<file path="config.mk">
export PLATFORM = sky130hd
export DESIGN_NAME = mem_port_arbiter
export DESIGN_NICKNAME = d
export VERILOG_FILES = /design/src/rtl/mem_port_arbiter_pkg.sv /design/src/rtl/mem_port_arbiter_rr_arb2.sv /design/src/rtl/mem_port_arbiter.sv
export SDC_FILE = /design/constraint.sdc
export NUM_CORES = 1
export LEC_CHECK = 0
export ABC_AREA = 1
export BUFFER_PORTS_ARGS = -buffer_cell sky130_fd_sc_hd__buf_4
export CAP_MARGIN = 20
export CORE_AREA = 2 2 238 240
export DETAILED_ROUTE_END_ITERATION = 12
export DIE_AREA = 0 0 240 242
export GPL_ROUTABILITY_DRIVEN = 1
export GPL_TIMING_DRIVEN = 0
export SLEW_MARGIN = 20
export SYNTH_ARGS = -nofsm -noshare
export SYNTH_HDL_FRONTEND = slang
export SYNTH_HIERARCHICAL = 1
export SYNTH_SLANG_ARGS = --single-unit
export TNS_END_PERCENT = 10
</file>
<file path="constraint.sdc">
create_clock -name clk -period 1.4 [get_ports clk]
set_input_delay 0.21 -clock clk [delete_from_list [all_inputs] [get_ports clk]]
set_output_delay 0.21 -clock clk [all_outputs]
set_load 0.005 [all_outputs]
</file>
<file path="src/rtl/mem_port_arbiter_pkg.sv">
// Shared encodings for the IFU/LSU memory port arbiter: FSM states, request
// owners and the bit positions used in the two-wide request/grant vectors.
package mem_port_arbiter_pkg;

    typedef enum logic [1:0] {
        ARB_IDLE   = 2'd0,
        ARB_ACCESS = 2'd1,
        ARB_RESP   = 2'd2
    } arb_state_e;

    typedef enum logic {
        OWNER_IF = 1'b0,
        OWNER_LS = 1'b1
    } owner_e;

    localparam int REQ_IF = 0;
    localparam int REQ_LS = 1;

endpackage

</file>
<file path="src/rtl/mem_port_arbiter_rr_arb2.sv">
// Two-input round-robin grant: a lone request always wins, and on contention
// the requester not served last wins. Purely combinational.
module rr_arb2
    import mem_port_arbiter_pkg::*;
(
    input  logic [1:0] req,
    input  logic       last,
    output logic [1:0] gnt
);

    always_comb begin
        gnt = req;
        // `last` is high when the LSU was the most recent winner
        if (req == 2'b11)
            gnt = last ? (2'b01 << REQ_IF) : (2'b01 << REQ_LS);
    end

endmodule

</file>
<file path="src/rtl/mem_port_arbiter.sv">
// Shares one registered-read memory port between the IFU and LSU: accept a
// request in IDLE, replay it in ACCESS, return the read data to its owner in RESP.
module mem_port_arbiter
    import mem_port_arbiter_pkg::*;
#(
    parameter int ADDR_WIDTH = 64,
    parameter int DATA_WIDTH = 64,
    parameter int INST_WIDTH = 32
) (
    input  logic                  clk,
    input  logic                  rst,
    input  logic                  if_valid,
    output logic                  if_ready,
    input  logic [ADDR_WIDTH-1:0] if_addr,
    output logic                  if_rsp_valid,
    output logic [INST_WIDTH-1:0] if_rsp_inst,
    input  logic                  ls_valid,
    output logic                  ls_ready,
    input  logic                  ls_wen,
    input  logic [ADDR_WIDTH-1:0] ls_addr,
    input  logic [DATA_WIDTH-1:0] ls_wdata,
    input  logic [DATA_WIDTH-1:0] ls_wmask,
    output logic                  ls_rsp_valid,
    output logic [DATA_WIDTH-1:0] ls_rsp_rdata,
    output logic                  mem_rd_en,
    output logic                  mem_wr_en,
    output logic [ADDR_WIDTH-1:0] mem_addr,
    output logic [DATA_WIDTH-1:0] mem_wdata,
    output logic [DATA_WIDTH-1:0] mem_wmask,
    input  logic [DATA_WIDTH-1:0] mem_rdata
);

    arb_state_e            state;
    owner_e                owner;
    owner_e                last_grant;
    logic                  lat_wen;
    logic [ADDR_WIDTH-1:0] lat_addr;
    logic [DATA_WIDTH-1:0] lat_wdata;
    logic [DATA_WIDTH-1:0] lat_wmask;

    logic [1:0] req;
    logic [1:0] gnt;
    logic       idle;
    logic       in_access;
    logic       in_resp;
    logic       hs_if;
    logic       hs_ls;

    assign req = {ls_valid, if_valid};

    rr_arb2 u_arb (
        .req  (req),
        .last (last_grant == OWNER_LS),
        .gnt  (gnt)
    );

    // Everything visible is masked by rst so nothing leaks out while reset is
    // held, even in the first cycle before the state registers have cleared.
    assign idle      = (state == ARB_IDLE)   && !rst;
    assign in_access = (state == ARB_ACCESS) && !rst;
    assign in_resp   = (state == ARB_RESP)   && !rst;

    assign if_ready = idle && gnt[REQ_IF];
    assign ls_ready = idle && gnt[REQ_LS];
    assign hs_if    = if_valid && if_ready;
    assign hs_ls    = ls_valid && ls_ready;

    always_ff @(posedge clk) begin
        if (rst) begin
            state      <= ARB_IDLE;
            owner      <= OWNER_IF;
            last_grant <= OWNER_IF;
            lat_wen    <= 1'b0;
            lat_addr   <= '0;
            lat_wdata  <= '0;
            lat_wmask  <= '0;
        end else begin
            case (state)
                ARB_IDLE: begin
                    if (hs_ls) begin
                        lat_addr   <= ls_addr;
                        lat_wen    <= ls_wen;
                        lat_wdata  <= ls_wdata;
                        lat_wmask  <= ls_wmask;
                        owner      <= OWNER_LS;
                        last_grant <= OWNER_LS;
                        state      <= ARB_ACCESS;
                    end else if (hs_if) begin
                        // fetches are reads: clear the write fields
                        lat_addr   <= if_addr;
                        lat_wen    <= 1'b0;
                        lat_wdata  <= '0;
                        lat_wmask  <= '0;
                        owner      <= OWNER_IF;
                        last_grant <= OWNER_IF;
                        state      <= ARB_ACCESS;
                    end
                end
                ARB_ACCESS: state <= ARB_RESP;
                ARB_RESP:   state <= ARB_IDLE;
                default:    state <= ARB_IDLE;
            endcase
        end
    end

    assign mem_rd_en = in_access && !lat_wen;
    assign mem_wr_en = in_access &&  lat_wen;
    assign mem_addr  = in_access ? lat_addr  : '0;
    assign mem_wdata = in_access ? lat_wdata : '0;
    assign mem_wmask = in_access ? lat_wmask : '0;

    assign if_rsp_valid = in_resp && (owner == OWNER_IF);
    assign ls_rsp_valid = in_resp && (owner == OWNER_LS);

    // The memory read is registered, so rdata is already valid in RESP and is
    // steered straight through rather than re-registered.
    always_comb begin
        if_rsp_inst = '0;
        if (if_rsp_valid)
            if_rsp_inst = lat_addr[2] ? mem_rdata[2*INST_WIDTH-1:INST_WIDTH]
                                      : mem_rdata[INST_WIDTH-1:0];
    end

    assign ls_rsp_rdata = (ls_rsp_valid && !lat_wen) ? mem_rdata : '0;

endmodule

</file>
==> results of run 1 <==
[cells by family (layout without fill, tap and decap cells)]
kind of cell	after synthesis	after routing	synth area share, %
AOI/OAI and AO/OA	227	227	11.1
buffers and inverters	394	1207	15.1
and+or+nand+nor	916	916	35.6
DFF	196	196	38.2
other	0	13	0
[state kept, by name, indices dropped and copies added, names as in the netlist]
register,cells
lat_wmask,64
lat_addr,64
state,2
lat_wen,1
lat_wdata,64
last_grant,1
[power breakdown]
group | internal (mW) | total (mW) | switching [mW]
logic | 1.49 | 2.98 | 1.49
clock network | 2.50 | 5.09 | 2.59
registers | 5.84 | 5.98 | 0.142
total | 9.83 | 14.0 | 4.22
[layer usage]
layer	share of wire, %	wire (um)	vias to the layer above
met5	0.051	30	-
met4	4.7	2810	4
met3	6.6	3900	109
met2	50	29800	534
met1	38	22800	6319
li1	-	-	6833
[worst reg2reg max path: cells and delay by family, from the launching register on]
kind,cells,cell delay [ps]
AOI/OAI and AO/OA,1,150
buffers and inverters,2,530
DFF,1,380
and+or+nand+nor,5,830
[worst paths after layout]
| kind | startpoint | end |
|---|---|---|
| hold reg to reg | lat_wmask[5] | lat_wmask[5] |
| hold / removal | ls_addr[44] | lat_addr[44] |
| setup / recovery | state[0] | ls_rsp_rdata[60] |
| setup reg to reg | last_grant | lat_addr[62] |
[placed cells by master (no fill, tap or decap), types with 26 or more instances in the layout]
cell	instances
buf_4	634
nor2_1	409
nand2_1	321
inv_1	263
dfxtp_1	192
dlygate4sd3_1	160
a21oi_1	156
nand3_1	130
o21ai_1	49
nor2_2	33
clkbuf_1	28
buf_6	26
[metrics by stage]
stage | hold WS, ps | std cells
after CTS | 0.519 | 3299
final | 50.5 | 3315
after detailed placement | 470 | 3106
after floorplan | 358 | 1733
after global placement | 470 | 3106
after global routing | 36.2 | 3314
[layout make-up]
type	count	share of cell area (%)
Timing Repair Buffer	782	33.5
Clock inverter	14	0.750
Buffer	127	5.32
Tap cell	756	5.02
Clock buffer	17	2.26
Inverter	267	5.32
Antenna cell	13	0.173
Sequential cell	196	20.9
Multi-Input combinational cell	1143	26.8
[what timing repair did]
| item | 4_1_cts | 5_1_grt |
|---|---|---|
| resized for setup | 177 | 87 |
| hold buffers | 160 | 0 |
| endpoints found under the hold margin | 148 | 0 |
| pin swaps | 4 | 3 |
| buffers inserted | 2 | 2 |
| gates cloned | 0 | 1 |
| endpoints found under the setup margin | 490 | 489 |
==> metrics.cfg, run 1 <==
[run_status]
outcome = finished with violations
violations = negative setup slack

[sta]
fin_crit_sh_pct = 151
fmax_mhz = 474
finalSetupViolCount = 489
min_period_ps = 2110
rsz0062_at_grt = yes
skew_ps = 9.57
slew_viol_final = 0
hold_viol_final = 0
relSlewSlack_pct = 46.3
finalWorstSetupSlack_ps = -710
worst_pin_slew_ps = 806
finalSetupTns_ps = -204870

[layout]
fin_nets = 2859
multi_input_area_um2 = 5050
num-fill-cells = 6169
drive_above_1_share_pct = 32.3
area.sequential_um2 = 3940
area_delta_synth_final_pct = 83.4
design_area_um2 = 18800
final_core_utilization_pct = 33.8

[grt]
use_met3_pct = 4.63
overflow = 0
top_usage_layer = met2
grt_max_degree = 19
grt_usage_pct = 19.9
grt_pass1_vias = 13500
grtUsageMet2_pct = 35.0
grt_pass1_wl_mm = 85.5
antenna_found_initial = 19
use_met1_pct = 21.9

[critical_path]
r2r_slack_ps = -610
cp_max_fo = 11
cp.depth = 6
rr_worst_depth = 8
cp_data_arrival_time_ps = 1900
worstSetupPathType = register to primary output
cp_num_buf_inv = 3
startpoint_type = register
crit_path_max_incr_delay_ps = 380
endpoint_kind = primary output
crit_chain = nor4_4, buf_6, nand2_8, clkbuf_16, nor2_2, buf_4
path_delay_family = simple AND/OR/NAND/NOR gates
critPathSlowestCell = dfxtp_4
critPathRequiredTime_ps = 1190

[floorplanning]
die_area_um2 = 58100
start_util_pct = 18.4
chipHeight_um = 242
core_um2 = 55700
die_width_um = 240
row_count = 87
io_pins = 619

[yosys]
ys_top_cells_by_count = nor2_1 (451), nand2_1 (327), inv_1 (265)
synth_top_area_share_pct = 38.2
yosysWarnings = 6
ys_ff_latch = 196
syn_avg_cell_area_um2 = 5.93
post-synth-top-count-cell = nor2_1
synth_area_leaders = dfxtp_1 (38%), nor2_1 (16%), nand2_1 (12%), inv_1 (9.7%), a21oi_1 (7.9%)
synth_largest_area_cell = dfxtp_1
async_reset_ff_share_pct = 0
synth_edf_count = 0
synth.distinct_cells = 20
synth-seq-area-share_pct = 38.2
synth_ff_type = dfxtp_1
synth_nets = 2058
syn_inst = 1733
syn_area_um2 = 10300

[route]
wire_per_inst_um = 17.9
drc = 0
vias = 13800
viasPerCell = 4.16
detail-route-antenna-nets = 0
dr.first_iter.drc_count = 605
drt-pass1-iter-count = 5
drt_wl_total_mm = 59.3

[placement]
routabilityCongestion = 0.929
portBuffers = 617
dp_hpwl_mm = 44.8
placed_cell_area_um2 = 15900
pre_cts_slack_ps = -1300

[hold_path]
worstHoldPathCells = 5
worstHoldPathType = primary input to register

[cts]
htreeDepth = 4
clk_latency_ps = 480
clk_pin_slew_ps = 80
cts_sinks = 196
cts-root-buf = clkbuf_16
clk_path_buf_depth = 2
cts_tree = yes
cts_buffers = 17

[power]
leakage_nw = 8.55
powerDensity_nw_per_um2 = 745
total_power_mw = 14.0
peakVddDrop_mv = 0.642

[run]
max_cap_viol_count = 0

(Power assumes the default switching activity.)
==> inputs of run 2 (changes only) <==
Settings changed: CORE_AREA 2 2 238 240 to 2 2 239 241, DIE_AREA 0 0 240 242 to 0 0 241 243, HOLD_SLACK_MARGIN from default to 0.08.
==> metrics.cfg, run 2 (same netlist as run 1, synthesis figures left out) <==
[grt]
antenna_found_initial = 18
grt_max_degree = 19
grt_pass1_wl_mm = 86.3
grt_pass1_vias = 14000
grt_usage_pct = 20.1
overflow = 0

[critical_path]
critPathSlowestCell = dfxtp_4
critPathRequiredTime_ps = 1190
rr_worst_depth = 8
worstSetupPathType = register to primary output
cp_max_fo = 6
endpoint_kind = primary output
cp_num_buf_inv = 3
crit_path_max_incr_delay_ps = 380
cpMostUsedCell = buf_6
cp_data_arrival_time_ps = 1930
crit_chain = nor4_4, buf_6, nand2_8, clkbuf_16, nor2_4, buf_6
startpoint_type = register
path_delay_family = simple AND/OR/NAND/NOR gates
cp.depth = 6

[sta]
fmax_mhz = 468
fin_crit_sh_pct = 153
rsz0062_at_grt = yes
finalWorstSetupSlack_ps = -738
skew_ps = 15.5
slew_viol_final = 0
min_period_ps = 2140
relSlewSlack_pct = 45.0
hold_viol_final = 0
finalSetupViolCount = 489
worst_pin_slew_ps = 826

[cts]
clk_pin_slew_ps = 90
cts-root-buf = clkbuf_16
clk_latency_ps = 490
clk_path_buf_depth = 2
cts_tree = yes
cts_sinks = 196
htreeDepth = 4
cts_buffers = 17

[layout]
area_delta_synth_final_pct = 92.2
reg_top3 = lat_addr (64), lat_wdata (64), lat_wmask (64)
final_core_utilization_pct = 35.3
drive_above_1_share_pct = 30.8
final_common_cell = buf_4
mostFrequentLayoutCells = buf_4 (633), nor2_1 (418), nand2_1 (320)
num-fill-cells = 6006
design_area_um2 = 19700
fin_nets = 2943
layoutNonFillerInstCount = 3398

[power]
total_power_mw = 14.5
leakage_nw = 8.91
peakVddDrop_mv = 0.741
powerDensity_nw_per_um2 = 734

[floorplanning]
core_um2 = 56000
chipHeight_um = 243
die_width_um = 241
io_pins = 619
row_count = 87
die_area_um2 = 58600
start_util_pct = 18.4

[route]
vias = 14200
dr.first_iter.drc_count = 535
detail-route-antenna-nets = 0
wire_per_inst_um = 18.1
drc = 0
drt_wl_total_mm = 61.7
drt-pass1-iter-count = 5
viasPerCell = 4.17

[run]
max_cap_viol_count = 0

[run_status]
outcome = finished with violations
violations = negative setup slack

[placement]
dp_hpwl_mm = 45.5
dp_cells = 3106
pre_cts_slack_ps = -1420
routabilityCongestion = 0.929
placed_cell_area_um2 = 15900
portBuffers = 617

[hold_path]
worstHoldPathCells = 5
worstHoldPathType = primary input to register

run 2: worst register-to-register path, cell delays in order (launching register included):
cell and delay, ps:
dfxtp_4 370, nor2_8 170, nand4_4 200, buf_6 240, clkbuf_4 260, nand2_1 110
nand2_1 80, nor2_2 230, nor2_1 70
run 2: cell type report:
cell class	count	area, um2	area share (%)
Clock buffer	20	467	2.36
Antenna cell	11	27.5	0.139
Tap cell	756	946	4.79
Sequential cell	196	3940	19.9
Multi-Input combinational cell	1144	5060	25.6
Timing Repair Buffer	865	7160	36.3
Clock inverter	12	135	0.684
Inverter	267	1000	5.08
Buffer	127	1010	5.13
run 2: per-stage QoR:
stage                     TNS (ps)  hold slack, ps
after floorplan              -1100             358
after global placement     -361180             470
after detailed placement   -362040             471
after CTS                  -262240            81.1
after global routing       -268770             137
final                      -213590             121
run 2: where the power goes:
| part | internal [mW] | switching (mW) | total, mW |
|---|---|---|---|
| clock | 2.67 | 2.64 | 5.31 |
| combinational | 1.64 | 1.55 | 3.20 |
| sequential | 5.84 | 0.139 | 5.97 |
| total | 10.1 | 4.34 | 14.5 |
run 2: path summary, 6_finish.rpt:
check                                    from               end  slack (ps)
worst min register to register  lat_wmask[28]     lat_wmask[28]         480
worst min-delay path              ls_addr[35]      lat_addr[35]         120
worst max register to register       state[1]       lat_addr[4]        -430
worst max-delay path                 state[0]  ls_rsp_rdata[28]        -740
run 2: per-layer routing:
layer	GRT usage [%]	part of all wire [%]	wire (um)	vias to the layer above
met5	0	0.015	9	-
met4	12.5	5.5	3400	2
met3	4.38	6.4	3940	134
met2	35.5	49	30500	568
met1	21.6	39	23800	6469
li1	-	-	-	6999
run 2: repair_timing:
| item | in CTS | in global routing |
|---|---|---|
| hold buffers | 244 | 0 |
| endpoints found under the hold margin | 187 | 0 |
| gates cloned | 3 | 0 |
| pin swaps | 5 | 30 |
| gates resized for setup | 166 | 114 |
| buffers inserted | 2 | 0 |
| setup endpoints to repair | 490 | 489 |
==> inputs of run 3 (changes only) <==
Settings changed: ABC_AREA 1 to default, CTS_CLUSTER_DIAMETER from default to 40.
==> metrics.cfg, run 3 <==
[layout]
multi_input_area_um2 = 5560
drive_above_1_share_pct = 48.9
area.sequential_um2 = 3940
fin_nets = 2231
area_delta_synth_final_pct = 96.8
reg_top3 = lat_addr (64), lat_wdata (64), lat_wmask (64)
final_common_cell = buf_4
num-fill-cells = 5696
mostFrequentLayoutCells = buf_4 (569), dlygate4sd3_1 (195), dfxtp_1 (193)

[placement]
routabilityCongestion = 0.919
pre_cts_slack_ps = -1830
dp_hpwl_mm = 48.2
portBuffers = 617

[grt]
grt_pass1_vias = 13200
overflow = 0
grt_usage_pct = 20.9
grt_pass1_wl_mm = 88.4
grt_max_degree = 18
antenna_found_initial = 33

[yosys]
synth_top_area_share_pct = 39.2
synth-seq-area-share_pct = 39.2
synth.distinct_cells = 26
syn_avg_cell_area_um2 = 9.46
synth_ff_type = dfxtp_1
synth_edf_count = 0
synth_area_leaders = dfxtp_1 (39%), and2_1 (16%), a32o_1 (13%), a221oi_2 (7.5%), a32oi_1 (5.6%)
post-synth-top-count-cell = and2_1
syn_area_um2 = 10000
synth_largest_area_cell = dfxtp_1
async_reset_ff_share_pct = 0
syn_inst = 1058
yosysWarnings = 6
ys_ff_latch = 196
ys_top_cells_by_count = and2_1 (258), dfxtp_1 (196), a32o_1 (129)
synth_nets = 1383

[critical_path]
endpoint_kind = primary output
rr_worst_depth = 8
startpoint_type = register
critPathRequiredTime_ps = 1190
cp_data_arrival_time_ps = 2240
worstSetupPathType = register to primary output
cp_max_fo = 10

[sta]
min_period_ps = 2450
rsz0062_at_grt = yes
relSlewSlack_pct = 32.4
worst_pin_slew_ps = 1010
slew_viol_final = 0
hold_viol_final = 0
finalWorstSetupSlack_ps = -1050
fmax_mhz = 408
finalSetupViolCount = 489
fin_crit_sh_pct = 175
skew_ps = 20.7

[route]
vias = 12600
drt_wl_total_mm = 64.3
viasPerCell = 4.66
drc = 0
wire_per_inst_um = 23.8
dr.first_iter.drc_count = 510
drt-pass1-iter-count = 6
detail-route-antenna-nets = 0

[run]
max_cap_viol_count = 0

[floorplanning]
core_um2 = 56000
die_width_um = 241
start_util_pct = 17.9
row_count = 87
die_area_um2 = 58600
chipHeight_um = 243
io_pins = 619

[cts]
cts_tree = yes
clk_path_buf_depth = 2
cts_buffers = 17
htreeDepth = 4
cts_sinks = 196
clk_pin_slew_ps = 80
clk_latency_ps = 490
cts-root-buf = clkbuf_16

[power]
leakage_nw = 8.58
peakVddDrop_mv = 0.733
powerDensity_nw_per_um2 = 759
total_power_mw = 15.0

[run_status]
violations = negative setup slack
outcome = finished with violations

[hold_path]
worstHoldPathCells = 3
worstHoldPathType = primary input to register

[run 3: through the flow]
stage	instances	util [%]	hold slack [ps]	TNS, ps	area, um2
6_report	2698	35.2	134	-352080	19700
5_1_grt	2696	35.2	112	-393390	19700
4_1_cts	2672	34.3	80.7	-354640	19200
3_5_place_dp	2431	28.0	423	-577820	15700
3_3_place_gp	2431	28.0	420	-706170	15700
2_1_floorplan	1058	-	336	-121200	10100
[run 3: repair_timing]
item | 4_1_cts | 5_1_grt
endpoints found under the hold margin | 193 | 0
endpoints found under the setup margin | 490 | 489
pin swaps | 34 | 63
buffers inserted | 10 | 1
gates cloned | 6 | 2
gates resized for setup | 231 | 192
hold buffers | 195 | 0
[run 3: worst max-delay path: stages (launching register included)]
cell,delay (ps)
dfxtp_4,380
nor4bb_4,400
nor2b_4,230
buf_12,140
buf_6,130
clkbuf_16,150
and2_4,190
buf_4,120
[run 3: per-layer routing]
layer | track usage (%) | wire length [um]
met5 | 0 | 83
met4 | 15.3 | 4140
met3 | 5.56 | 4290
met2 | 36.6 | 32500
met1 | 21.2 | 23300
[run 3: path summary, 6_finish.rpt]
check                      from                to  slack [ps]
setup / recovery       state[1]  ls_rsp_rdata[48]       -1050
hold reg to reg   lat_wdata[26]     lat_wdata[26]         490
setup reg to reg     last_grant     lat_wmask[49]        -650
hold / removal      if_addr[28]      lat_addr[28]         130
[run 3: cells by family (layout without fill, tap and decap cells)]
family	after synthesis	in the layout	synth area share (%)
other	0	23	0
flip-flops	196	196	39.2
AND/OR/NAND/NOR	298	298	18.1
buffers and inverters	206	1067	8.67
multiplexers	32	32	3.20
AO/OA/AOI/OAI	326	326	30.8
[run 3: power breakdown]
| part | leakage (nW) | switching (mW) | internal [mW] |
|---|---|---|---|
| clock | 0.310 | 2.55 | 3.13 |
| sequential | 1.60 | 0.188 | 5.91 |
| combinational | 6.67 | 1.47 | 1.72 |
[run 3: area by class of cell]
class | instances | area share, %
clock inverter | 12 | 0.965
antenna | 23 | 0.292
sequential | 196 | 20.0
inverter | 70 | 1.36
tap | 756 | 4.80
multi-input combinational | 656 | 28.2
clock buffer | 20 | 2.32
timing repair buffer | 831 | 36.0
buffer | 134 | 6.07
